<file path="src/rtl/volatility_feeder.sv">
// Top-of-book sample feeder for the volatility stage.
// Merges partial bid/ask updates into a per-stock book, assigns each
// non-empty sample a slot in that stock's circular window and emits it.
//
// Ports:
//   i_clk, i_reset_n           clock, synchronous active-low reset
//   i_upd_*                    top-of-book update (valid/ready, per-side enables)
//   i_flush, i_flush_stock_id  clear one stock's book and window pointer
//   o_upd_ready                high whenever out of reset (one update per cycle)
//   o_valid, o_write_address,
//   o_best_bid/ask, o_stock_id sample strobe and payload (held between strobes)
//   o_buffer_size(_reciprocal) window length and its Q32.32 reciprocal
//   o_drop                     pulse when an accepted update produced no sample
module volatility_feeder #(
  parameter int DATA_WIDTH   = 32,
  parameter int FP_WORD_SIZE = 64,
  parameter int BUFFER_SIZE  = 32,
  parameter int NUM_STOCKS   = 4
) (
  input  logic                                      i_clk,
  input  logic                                      i_reset_n,
  input  logic                                      i_upd_valid,
  input  logic [$clog2(NUM_STOCKS)-1:0]             i_upd_stock_id,
  input  logic                                      i_upd_bid_en,
  input  logic [DATA_WIDTH-1:0]                     i_upd_bid,
  input  logic                                      i_upd_ask_en,
  input  logic [DATA_WIDTH-1:0]                     i_upd_ask,
  input  logic                                      i_flush,
  input  logic [$clog2(NUM_STOCKS)-1:0]             i_flush_stock_id,
  output logic                                      o_upd_ready,
  output logic                                      o_valid,
  output logic [$clog2(NUM_STOCKS*BUFFER_SIZE)-1:0] o_write_address,
  output logic [DATA_WIDTH-1:0]                     o_best_bid,
  output logic [DATA_WIDTH-1:0]                     o_best_ask,
  output logic [$clog2(NUM_STOCKS)-1:0]             o_stock_id,
  output logic [DATA_WIDTH-1:0]                     o_buffer_size,
  output logic [FP_WORD_SIZE-1:0]                   o_buffer_size_reciprocal,
  output logic                                      o_drop
);

  localparam int SW = $clog2(NUM_STOCKS);
  localparam int PW = $clog2(BUFFER_SIZE);

  localparam logic [PW-1:0] PTR_ONE = 1;
  localparam logic [FP_WORD_SIZE-1:0] RECIP =
    FP_WORD_SIZE'(64'h1_0000_0000 / 64'(BUFFER_SIZE));

  logic [DATA_WIDTH-1:0] bid_reg [NUM_STOCKS];
  logic [DATA_WIDTH-1:0] ask_reg [NUM_STOCKS];
  logic [PW-1:0]         wr_ptr  [NUM_STOCKS];

  logic                  accept;
  logic                  no_en;
  logic                  flush_hit;
  logic                  write_book;
  logic                  emit;
  logic                  drop_now;
  logic [DATA_WIDTH-1:0] merged_bid;
  logic [DATA_WIDTH-1:0] merged_ask;

  assign o_upd_ready              = i_reset_n;
  assign o_buffer_size            = DATA_WIDTH'(BUFFER_SIZE);
  assign o_buffer_size_reciprocal = RECIP;

  // The book registers are written at the accepting edge, so a following
  // update to the same stock already reads the merged values here; no
  // separate bypass path is needed for back-to-back traffic.
  always_comb begin
    accept     = i_upd_valid && o_upd_ready;
    merged_bid = i_upd_bid_en ? i_upd_bid : bid_reg[i_upd_stock_id];
    merged_ask = i_upd_ask_en ? i_upd_ask : ask_reg[i_upd_stock_id];
    no_en      = !i_upd_bid_en && !i_upd_ask_en;
    flush_hit  = i_flush && (i_flush_stock_id == i_upd_stock_id);
    // A colliding flush wins and the update is thrown away entirely.
    write_book = accept && !flush_hit && !no_en;
    // An empty book is still recorded but never becomes a sample.
    emit       = write_book && ((merged_bid != '0) || (merged_ask != '0));
    drop_now   = accept && !emit;
  end

  always_ff @(posedge i_clk) begin
    if (!i_reset_n) begin
      for (int s = 0; s < NUM_STOCKS; s++) begin
        bid_reg[s] <= '0;
        ask_reg[s] <= '0;
        wr_ptr[s]  <= '0;
      end
      o_valid         <= 1'b0;
      o_drop          <= 1'b0;
      o_write_address <= '0;
      o_best_bid      <= '0;
      o_best_ask      <= '0;
      o_stock_id      <= '0;
    end else begin
      o_valid <= emit;
      o_drop  <= drop_now;
      if (write_book) begin
        bid_reg[i_upd_stock_id] <= merged_bid;
        ask_reg[i_upd_stock_id] <= merged_ask;
      end
      if (emit) begin
        // Power-of-two sizes make {stock, ptr} == stock*BUFFER_SIZE + ptr,
        // and the pointer wraps by plain overflow.
        wr_ptr[i_upd_stock_id] <= wr_ptr[i_upd_stock_id] + PTR_ONE;
        o_write_address        <= {i_upd_stock_id, wr_ptr[i_upd_stock_id]};
        o_best_bid             <= merged_bid;
        o_best_ask             <= merged_ask;
        o_stock_id             <= i_upd_stock_id;
      end
      // Placed last so it overrides any same-stock write above.
      if (i_flush) begin
        bid_reg[i_flush_stock_id] <= '0;
        ask_reg[i_flush_stock_id] <= '0;
        wr_ptr[i_flush_stock_id]  <= '0;
      end
    end
  end

endmodule
</file>
<file path="config.mk">
export PLATFORM = sky130hd
export DESIGN_NAME = volatility_feeder
export DESIGN_NICKNAME = d
export VERILOG_FILES = /design/src/rtl/volatility_feeder.sv
export SDC_FILE = /design/constraint.sdc
export NUM_CORES = 1
export LEC_CHECK = 0
export ABC_AREA = 1
export BUFFER_PORTS_ARGS = -buffer_cell sky130_fd_sc_hd__buf_4
export CORE_MARGIN = 2
export CORE_UTILIZATION = 60
export CTS_CLUSTER_SIZE = 20
export DETAILED_ROUTE_END_ITERATION = 12
export GPL_TIMING_DRIVEN = 1
export PLACE_DENSITY_LB_ADDON = 0.25
export SLEW_MARGIN = 10
export SYNTH_ARGS = -nofsm -noshare
export SYNTH_HDL_FRONTEND = slang
export SYNTH_SLANG_ARGS = --single-unit
</file>
<file path="constraint.sdc">
create_clock -name i_clk -period 5.59 [get_ports i_clk]
set_clock_uncertainty 0.15 [all_clocks]
set_input_delay 0.559 -clock i_clk [delete_from_list [all_inputs] [get_ports i_clk]]
set_output_delay 0.559 -clock i_clk [all_outputs]
set_load 0.005 [all_outputs]
</file>
# Yosys cells after proc, flatten, opt, wreduce, memory -nomap -nowiden

Memories as Yosys holds them, arrays and structs flattened.
Cells that the tools add are included.
W data, S select, Z words.

Register bits: 75
Bits in writable memories: 276
Input bits: 74
Output and inout port bits: 172
Word-level logic and storage cells: 62
Memories kept: 3

Memories:

| memory  | depth | bits a word | read ports | clocked after Yosys merged registers in | write ports | RTL line | source |
|---|---|---|---|---|---|---|---|
| ask_reg | 4     | 32          | 1          | 0                                       | 4           | 49       | `logic [DATA_WIDTH-1:0] ask_reg [NUM_STOCKS];` |
| bid_reg | 4     | 32          | 1          | 0                                       | 4           | 48       | `logic [DATA_WIDTH-1:0] bid_reg [NUM_STOCKS];` |
| wr_ptr  | 4     | 5           | 1          | 0                                       | 4           | 50       | `logic [PW-1:0] wr_ptr [NUM_STOCKS];` |

Add/subtract/negate cells: 1
Eq/ne operators: 1
Multiplexer cells: 30
Reduce and logical (&&, ||, !) cells: 21

Operator list:

| kind                  | count |
|---|---|
| $mux W32              | 6 |
| $reduce_or A32 Y1     | 4 |
| $reduce_bool A32 Y1   | 2 |
| $mux W1               | 16 |
| $mux W2               | 6 |
| $mux W5               | 2 |
| $reduce_or A5 Y1      | 2 |
| $logic_and A1 B1 Y1   | 7 |
| $add A5 B1 Y5 const B | 1 |
| $logic_not A1 Y1      | 5 |
| $eq A2 B2 Y1          | 1 |
| $logic_or A1 B1 Y1    | 1 |

# Logic depth before layout (Yosys ltp)

Gate-level depths: netlist of the first run.

Depth in word-level cells: 11
Depth in mapped cells: 22
Mapped depth without buffers: 18

# Least setup slack after synthesis of the first run

Ideal clock, no wire load.

Path type: input to register
Start point: input i_upd_stock_id[0]
End point: memory wr_ptr[1][1] (netlist name)
Library setup time: 0.132 ns
Data arrival time: 2.185 ns
Data required time: 5.308 ns
Path slack: 3.123 ns
Cell stages on the path: 18
Buffers on the path: 4
Path through: buf_6 -> inv_4 -> buf_8 -> buf_6 -> nand2_1 -> nand3_1 -> nand2_1 -> a21boi_1 -> nand2_1 -> nor2_1 -> nand2_1 -> nor2_1 -> nand2_1 -> nor2_2 -> nor2_4 -> buf_2 -> nand4_1 -> a21oi_1

RTL lines:

| item        | RTL line | source |
|---|---|---|
| from (decl) | 23       | `input logic [$clog2(NUM_STOCKS)-1:0] i_upd_stock_id,` |
| to (decl)   | 50       |  |

==> results.md, run 1 <==
- Cell area after layout: 19,700 sq um
- Crit path largest cell delay: 0.94 ns
- Die height: 177 um
- Post-CTS Resized: 0
- Antenna diode count: 0
- Worst path bufs/invs: 5
- Core area: 29,500 sq um
- Final setup fails: 0
- Top_reg_cell synth: dfxtp_1
- Routed Antenna Nets: 0
- Hold Violations, Final: 0
- Cell area after placement: 18,500 sq um
- Slew @ Worst Pin: 1.23 ns
- Setup bufs post-CTS: 0
- DRC violations left: 0
- Initial DRC count: 1,580
- Initial antenna violation count: 0
- Clock Sinks: 349
- H-Tree Depth: 2
- Drt total wl: 51.5 mm
- Commonest non-fill, non-tap cell in the layout: nand2_1
- Slew margin rel.: 0.176
- CP Launch Type: input port
- Synth Area in Adders: 0.000700
- Global route overflow: 0
- Synth Area in Compound Gates: 0.146
- Setup CP Type: input port to register
- Leakage: 9.26 nW
- #FFs+latches synth: 349
- Most frequent cells in the layout: nand2_1, inv_1, dfxtp_1
- Clock share of power: 0.410
- Vias post-DR: 17.5k
- Outcome: finished, final reports clean
- Buffers on Ports: 149
- Clock tree buffer depth: 3
- Max-Cap Viols: 0
- CTS tree: yes
- CP endpoint kind: register
- Register area share after synthesis: 0.391
- Share of cells above drive strength 1: 0.112
- Synth Area in Simple Gates: 0.270
- Pre-Repair DR Iteration Count: 5
- Die area: 31,200 sq um
- Slew Viols, Final: 0
- Clock Latency Late Sink: 0.53 ns
- Net count, final: 2,824
- Largest family of logic cells by synthesized area: simple AND/OR/NAND/NOR gates
- Fmax: 0.257 GHz
- Post-DP HPWL: 29.7 mm
- Cts bufs inserted: 37
- YS warnings: 0
- Post-synth ARST share: 0
- Syn avg cell area: 6.57 sq um
- RSZ-0062 raised after global routing: no
- Switch share: 0.273
- Fin crit share: 0.696
- # hold bufs at CTS: 0
- Die width: 177 um
- Pwr dens: 305 nW/um^2
- Hold Crit Class: input port to register
- Sw Pwr: 1.65 mW
- Via density: 5.53
- Syn Inst Count: 2,721
- Critical Path AT: 4.17 ns
- Flop pwr share: 0.445
- Layout fillers: 2,620
- Gate power share: 0.145
- Synth Cell Area: 17,900 sq um
- Post-synthesis mux area share: 0
- First-pass GRT wire length: 82.1 mm
- VDD IR max: 0.227 mV
- Final Wtd Congestion: 0.859
- Pint: 4.38 mW
- Syn-to-layout area delta: 10.4%
- Total track usage: 0.324
- Cell variety after synth: 36
- Fin util: 0.669
- Crit path max-delay cell type: inv_1
- Initial Util: 0.607
- Final setup TNS: 0 ns
- Cell row count: 63
- Min cycle time layout: 3.89 ns
- Io pins: 246
- Number of global-route vias before repair: 16.4k
- Worst-path maximum fanout: 36
- Synth Area in XOR/XNOR: 0.00147
- CTS clock-pin slew for the worst setup and hold paths: 0.06 ns
- Top delay family on crit path: buffers and inverters
- Critical-path cell list: buf_4 -> inv_1 -> buf_4 -> a21oi_1 -> nand2_2 -> inv_2 -> o21ai_0 -> nand2_2 -> inv_1 -> o21ai_0 -> a21oi_1
- Clk root buf: clkbuf_16
- Number of synthesized flops with an enable pin: 0
- Largest net degree at the start of global routing: 103
- WL/cell: 16.3 um
- Req. time, crit path: 5.88 ns
worst register-to-register path: stages (launching register included):
cell	delay, ns
dfxtp_1	0.31
inv_1	0.07
nand2_1	0.06
nand3_1	0.12
nand2_1	0.06
o21ai_2	0.20
nand2_1	0.10
inv_1	0.06
nand2_1	0.04
nor2_1	0.25
nand2_1	0.16
nor2_1	0.11
nand2_1	0.13
nand2_2	0.10
buf_4	0.41
nor2_2	0.13
nand2_1	0.09
a21oi_1	0.07
kinds of logic (layout without fill, tap and decap cells):
| kind of cell | Yosys count | in the layout |
|---|---|---|
| xor+xnor | 3 | 3 |
| other cells | 2 | 96 |
| buf+inv | 742 | 702 |
| simple gates | 1185 | 1185 |
| compound gates | 439 | 439 |
| fa+ha+maj | 1 | 1 |
| flops | 349 | 349 |
layer usage:
| layer | global-route usage | wire, um | vias up |
|---|---|---|---|
| li1 | - | - | 8362 |
| met1 | 0.420 | 20800 | 8018 |
| met2 | 0.539 | 23600 | 975 |
| met3 | 0.0464 | 5190 | 145 |
| met4 | 0.142 | 1790 | 0 |
| met5 | 0 | 0 | - |
metrics by stage:
stage	power, mW	hold slack (ns)	instances	setup WS, ns
final	6.02	0.203	3165	1.70
after global routing	6.25	0.210	3165	1.58
after CTS	6.02	0.192	3164	1.86
after detailed placement	3.58	0.293	3099	1.34
after global placement	3.56	0.290	3099	1.57
after floorplan	3.37	0.279	2815	3.12
power by group through the flow:
stage | sequential, mW | clock (mW) | combinational, mW
after floorplan | 2.73 | 0 | 0.637
after global placement | 2.73 | 0 | 0.831
after detailed placement | 2.74 | 0 | 0.847
after CTS | 2.68 | 2.48 | 0.856
after global routing | 2.69 | 2.58 | 0.969
final | 2.68 | 2.47 | 0.874
final timing paths:
kind                  start             end  slack [ns]  cells after the start
max            i_upd_ask_en   bid_reg[3][7]        1.70                     11
min reg2reg  bid_reg[3][13]  bid_reg[3][13]        0.30                      2
max reg2reg  bid_reg[3][25]    wr_ptr[0][4]        2.84                     17
min             i_upd_valid          o_drop        0.20                      3
cell type report:
cell class / instances / area [sq um] / area share
Clock buffer: 55 / 1140 / 0.0576
Clock inverter: 10 / 82.6 / 0.00418
Inverter: 461 / 1730 / 0.0878
Multi-Input combinational cell: 1724 / 7880 / 0.399
Sequential cell: 349 / 6990 / 0.354
Tap cell: 390 / 488 / 0.0247
Timing Repair Buffer: 176 / 1430 / 0.0724
synth_stat cells, types with 2 or more instances:
master / instances / share of area
nand2_1: 638 / 0.13
nand4_1: 15 / 0.0052
nor3_1: 4 / 0.0011
inv_1: 455 / 0.096
o21ai_0: 83 / 0.023
o211ai_1: 2 / 0.00084
a21oi_1: 147 / 0.041
nand2_2: 2 / 0.00070
buf_4: 105 / 0.044
clkbuf_1: 94 / 0.020
xor2_1: 2 / 0.00098
nor2_2: 2 / 0.00070
buf_1: 18 / 0.0038
o22ai_1: 130 / 0.045
nand3_1: 241 / 0.067
inv_2: 5 / 0.0010
dfxtp_1: 349 / 0.39
buf_2: 41 / 0.011
a31o_2: 35 / 0.017
a21boi_1: 5 / 0.0021
conb_1: 2 / 0.00042
o21ai_1: 14 / 0.0039
o21ai_2: 3 / 0.0015
or2_2: 10 / 0.0035
nor2_1: 272 / 0.057
buf_6: 22 / 0.014
a21boi_2: 4 / 0.0025
a31o_1: 13 / 0.0064
Power figures use the tool's default switching activity.
==> run 2: changes to the inputs <==
Settings changed: ABC_AREA 1 to 0, CORE_UTILIZATION 60 to 57.
Clock period 5.59 ns to 3.84 ns, I/O delays scaled along.
==> run 2 against run 1 <==
Compared with the run above:
- register-to-register slack worse by 2.3 ns
- first-iteration DRC count is 12% higher
- sequential share of layout area is 1.3 points higher
- synthesized cell count is 28% lower
- critical path depth is 2 lower
- hold slack worse by 0.037 ns
- via count is 14% lower
- utilization is 0.13 points lower
- flip-flop and latch count stayed put
==> results.md, run 2 <==
- WL/cell: 19.9 um (was 16.3 um)
- Initial Util: 0.575 (was 0.607)
- Max-Cap Viols: 0 (unchanged)
- Share of cells above drive strength 1: 0.193 (was 0.112)
- Outcome: finished, final reports clean (unchanged)
- Worst-path maximum fanout: 3 (was 36)
- Post-CTS Resized: 0 (unchanged)
- CTS clock-pin slew for the worst setup and hold paths: 0.06 ns (about the same)
- Synth area leader: dfxtp_1 (unchanged)
- Setup CP Type: register to register (was input port to register)
- Pwr dens: 455 nW/um^2 (was 305 nW/um^2)
- DRC violations left: 0 (unchanged)
- Cell variety after synth: 63 (was 36)
- Number of synthesized flops with an enable pin: 0 (unchanged)
- Total track usage: 0.314 (was 0.324)
- First-pass GRT wire length: 76.5 mm (was 82.1 mm)
- Buffers on Ports: 149 (unchanged)
- Synth Cell Area: 16,400 sq um (was 17,900 sq um)
- Die area: 30,100 sq um (was 31,200 sq um)
- Crit path largest cell delay: 0.53 ns (was 0.94 ns)
- Initial DRC count: 1,771 (was 1,580)
- Worst path bufs/invs: 1 (was 5)
- Global route overflow: 0 (unchanged)
- Critical Path AT: 3.60 ns (was 4.17 ns)
- Cts bufs inserted: 37 (unchanged)
- Clock Sinks: 349 (unchanged)
- Syn avg cell area: 8.41 sq um (was 6.57 sq um)
- Most frequent cells in the layout: nor2_1, dfxtp_1, buf_4 (was nand2_1, inv_1, dfxtp_1)
- Fmax: 0.299 GHz
- Final Wtd Congestion: 0.900 (was 0.859)
- Register area share after synthesis: 0.427 (was 0.391)
- Setup bufs post-CTS: 0 (unchanged)
- Slew @ Worst Pin: 1.07 ns (was 1.23 ns)
- Pre-Repair DR Iteration Count: 6 (was 5)
- Initial antenna violation count: 0 (unchanged)
- CP endpoint kind: register (unchanged)
- Top-area cell type share of the netlist area: 0.427 (was 0.391)
- Top_reg_cell synth: dfxtp_1 (unchanged)
- Hold Violations, Final: 0 (unchanged)
- Fin util: 0.668 (was 0.669)
- Post-synth ARST share: 0 (unchanged)
- Die width: 173 um (was 177 um)
- Clock Latency Late Sink: 0.52 ns (was 0.53 ns)
- CTS tree: yes (unchanged)
- Commonest non-fill, non-tap cell in the layout: nor2_1 (was nand2_1)
- Largest net degree at the start of global routing: 145 (was 103)
- Syn-to-layout area delta: 16.2% (was 10.4%)
- Crit path max-delay cell type: or4_1 (was inv_1)
- # hold bufs at CTS: 1 (was 0)
- #FFs+latches synth: 349 (unchanged)
- Syn Inst Count: 1,947 (was 2,721)
- CP Launch Type: register (was input port)
- Drt total wl: 48.9 mm (was 51.5 mm)
- Net count, final: 2,115 (was 2,824)
- Core area: 28,500 sq um (was 29,500 sq um)
- Post-DP HPWL: 30.8 mm (was 29.7 mm)
- Io pins: 246 (unchanged)
- Final setup fails: 0 (unchanged)
- Min cycle time layout: 3.35 ns
- VDD IR max: 0.347 mV (was 0.227 mV)
- YS warnings: 0 (unchanged)
- Clock tree buffer depth: 3 (unchanged)
- Slew margin rel.: 0.278 (was 0.176)
- H-Tree Depth: 2 (unchanged)
- Leakage: 8.36 nW (was 9.26 nW)
- RSZ-0062 raised after global routing: no (unchanged)
- Req. time, crit path: 4.09 ns (was 5.88 ns)
- Cell row count: 62 (was 63)
- Routed Antenna Nets: 0 (unchanged)
- Top delay family on crit path: simple AND/OR/NAND/NOR gates (was buffers and inverters)
- Via density: 6.16 (was 5.53)
- Die height: 173 um (was 177 um)
- Synth cell count leaders: nor2_1, dfxtp_1, a31oi_1 (was nand2_1, inv_1, dfxtp_1)
- Vias post-DR: 15.1k (was 17.5k)
- Top cells by area, synth: dfxtp_1, nor2_1, a31oi_1 (was dfxtp_1, nand2_1, inv_1)
- Clk root buf: clkbuf_16 (unchanged)
- Hold Crit Class: input port to register (unchanged)
- Most used cell, CP: o21ai_0
- Number of global-route vias before repair: 14.0k (was 16.4k)
- Reg-to-reg slack, setup: 0.49 ns (was 2.84 ns)
- Fin crit share: 0.872
- Critical-path cell list: mux4_2 -> or4_1 -> o21ai_0 -> o21ai_0 -> nor4_2 -> nand4_4 -> buf_4 -> o21bai_2 -> mux2_2 (was buf_4 -> inv_1 -> buf_4 -> a21oi_1 -> nand2_2 -> inv_2 -> o21ai_0 -> nand2_2 -> inv_1 -> o21ai_0 -> a21oi_1)
- Final setup TNS: 0 ns (unchanged)
- Slew Viols, Final: 0 (unchanged)
- Top-count cell post-synth: nor2_1 (was nand2_1)
-- run 2: cell count changes after synthesis, moves of 28 or more --
| cell | previous run | this run |
|---|---|---|
| buf_2 | 41 | 13 |
| clkbuf_1 | 94 | 133 |
| mux2_2 | 0 | 31 |
| nor2_1 | 272 | 498 |
| nor3_1 | 4 | 47 |
| inv_1 | 455 | 12 |
| a31oi_1 | 0 | 193 |
| nand2_1 | 638 | 72 |
| o22ai_1 | 130 | 7 |
| a21oi_1 | 147 | 70 |
| o21ai_0 | 83 | 36 |
| nand3_1 | 241 | 31 |
| mux2i_1 | 0 | 112 |
-- run 2: cells by family after synthesis --
logic type	count (synthesis)	share of synthesized area
buffers and inverters	280	0.0920
xor gates and xnor gates	5	0.00267
AOI/OAI and AO/OA	448	0.184
other	2	0.000459
and+or+nand+nor	698	0.177
adders and majority gates	1	0.000764
muxes	164	0.116
DFF	349	0.427
-- run 2: routing by layer --
layer	wire, um	up-vias	track usage
li1	-	6861	-
met1	20400	7258	0.436
met2	22200	882	0.491
met3	4680	115	0.0478
met4	1640	0	0.132
met5	0	-	0
-- run 2: tightest hold or removal path: stages --
cell and delay (ns):
buf_4 0.08, o21ai_1 0.11, nor2_1 0.11, a31oi_1 0.05, nor2_1 0.07
-- run 2: path summary, 6_finish.rpt --
path	to	start	cells past startpoint
worst min-delay path	ask_reg[1][13]	i_upd_ask[13]	5
worst min register to register	bid_reg[3][0]	bid_reg[3][0]	2
worst max-delay path	wr_ptr[1][1]	bid_reg[3][13]	9
worst max register to register	wr_ptr[1][1]	bid_reg[3][13]	9
-- run 2: cell type report --
type | count | area [sq um]
Clock inverter | 11 | 159
Clock buffer | 55 | 1140
Inverter | 14 | 52.6
Antenna cell | 2 | 5.00
Timing Repair Buffer | 226 | 1880
Multi-Input combinational cell | 1412 | 8320
Fill cell | 2288 | 9450
Tap cell | 384 | 480
Sequential cell | 349 | 6990
-- run 2: per-stage QoR --
stage	total power [mW]	cell area, sq um	setup slack, ns	hold WS, ns	std cells
after floorplan	4.58	16700	0.567	0.278	2041
after global placement	4.92	17700	0.159	0.285	2384
after detailed placement	4.94	17700	0.0685	0.296	2384
after CTS	8.67	19000	0.520	0.158	2451
after global routing	8.94	19000	0.367	0.182	2451
final	8.65	19000	0.492	0.166	2453
-- run 2: power by group --
part	internal [mW]	leakage, nW	switching, mW
Sequential	3.76	2.83	0.0727
Clock	2.32	0.644	1.45
Combinational	0.407	4.88	0.645
Total	6.48	8.36	2.17
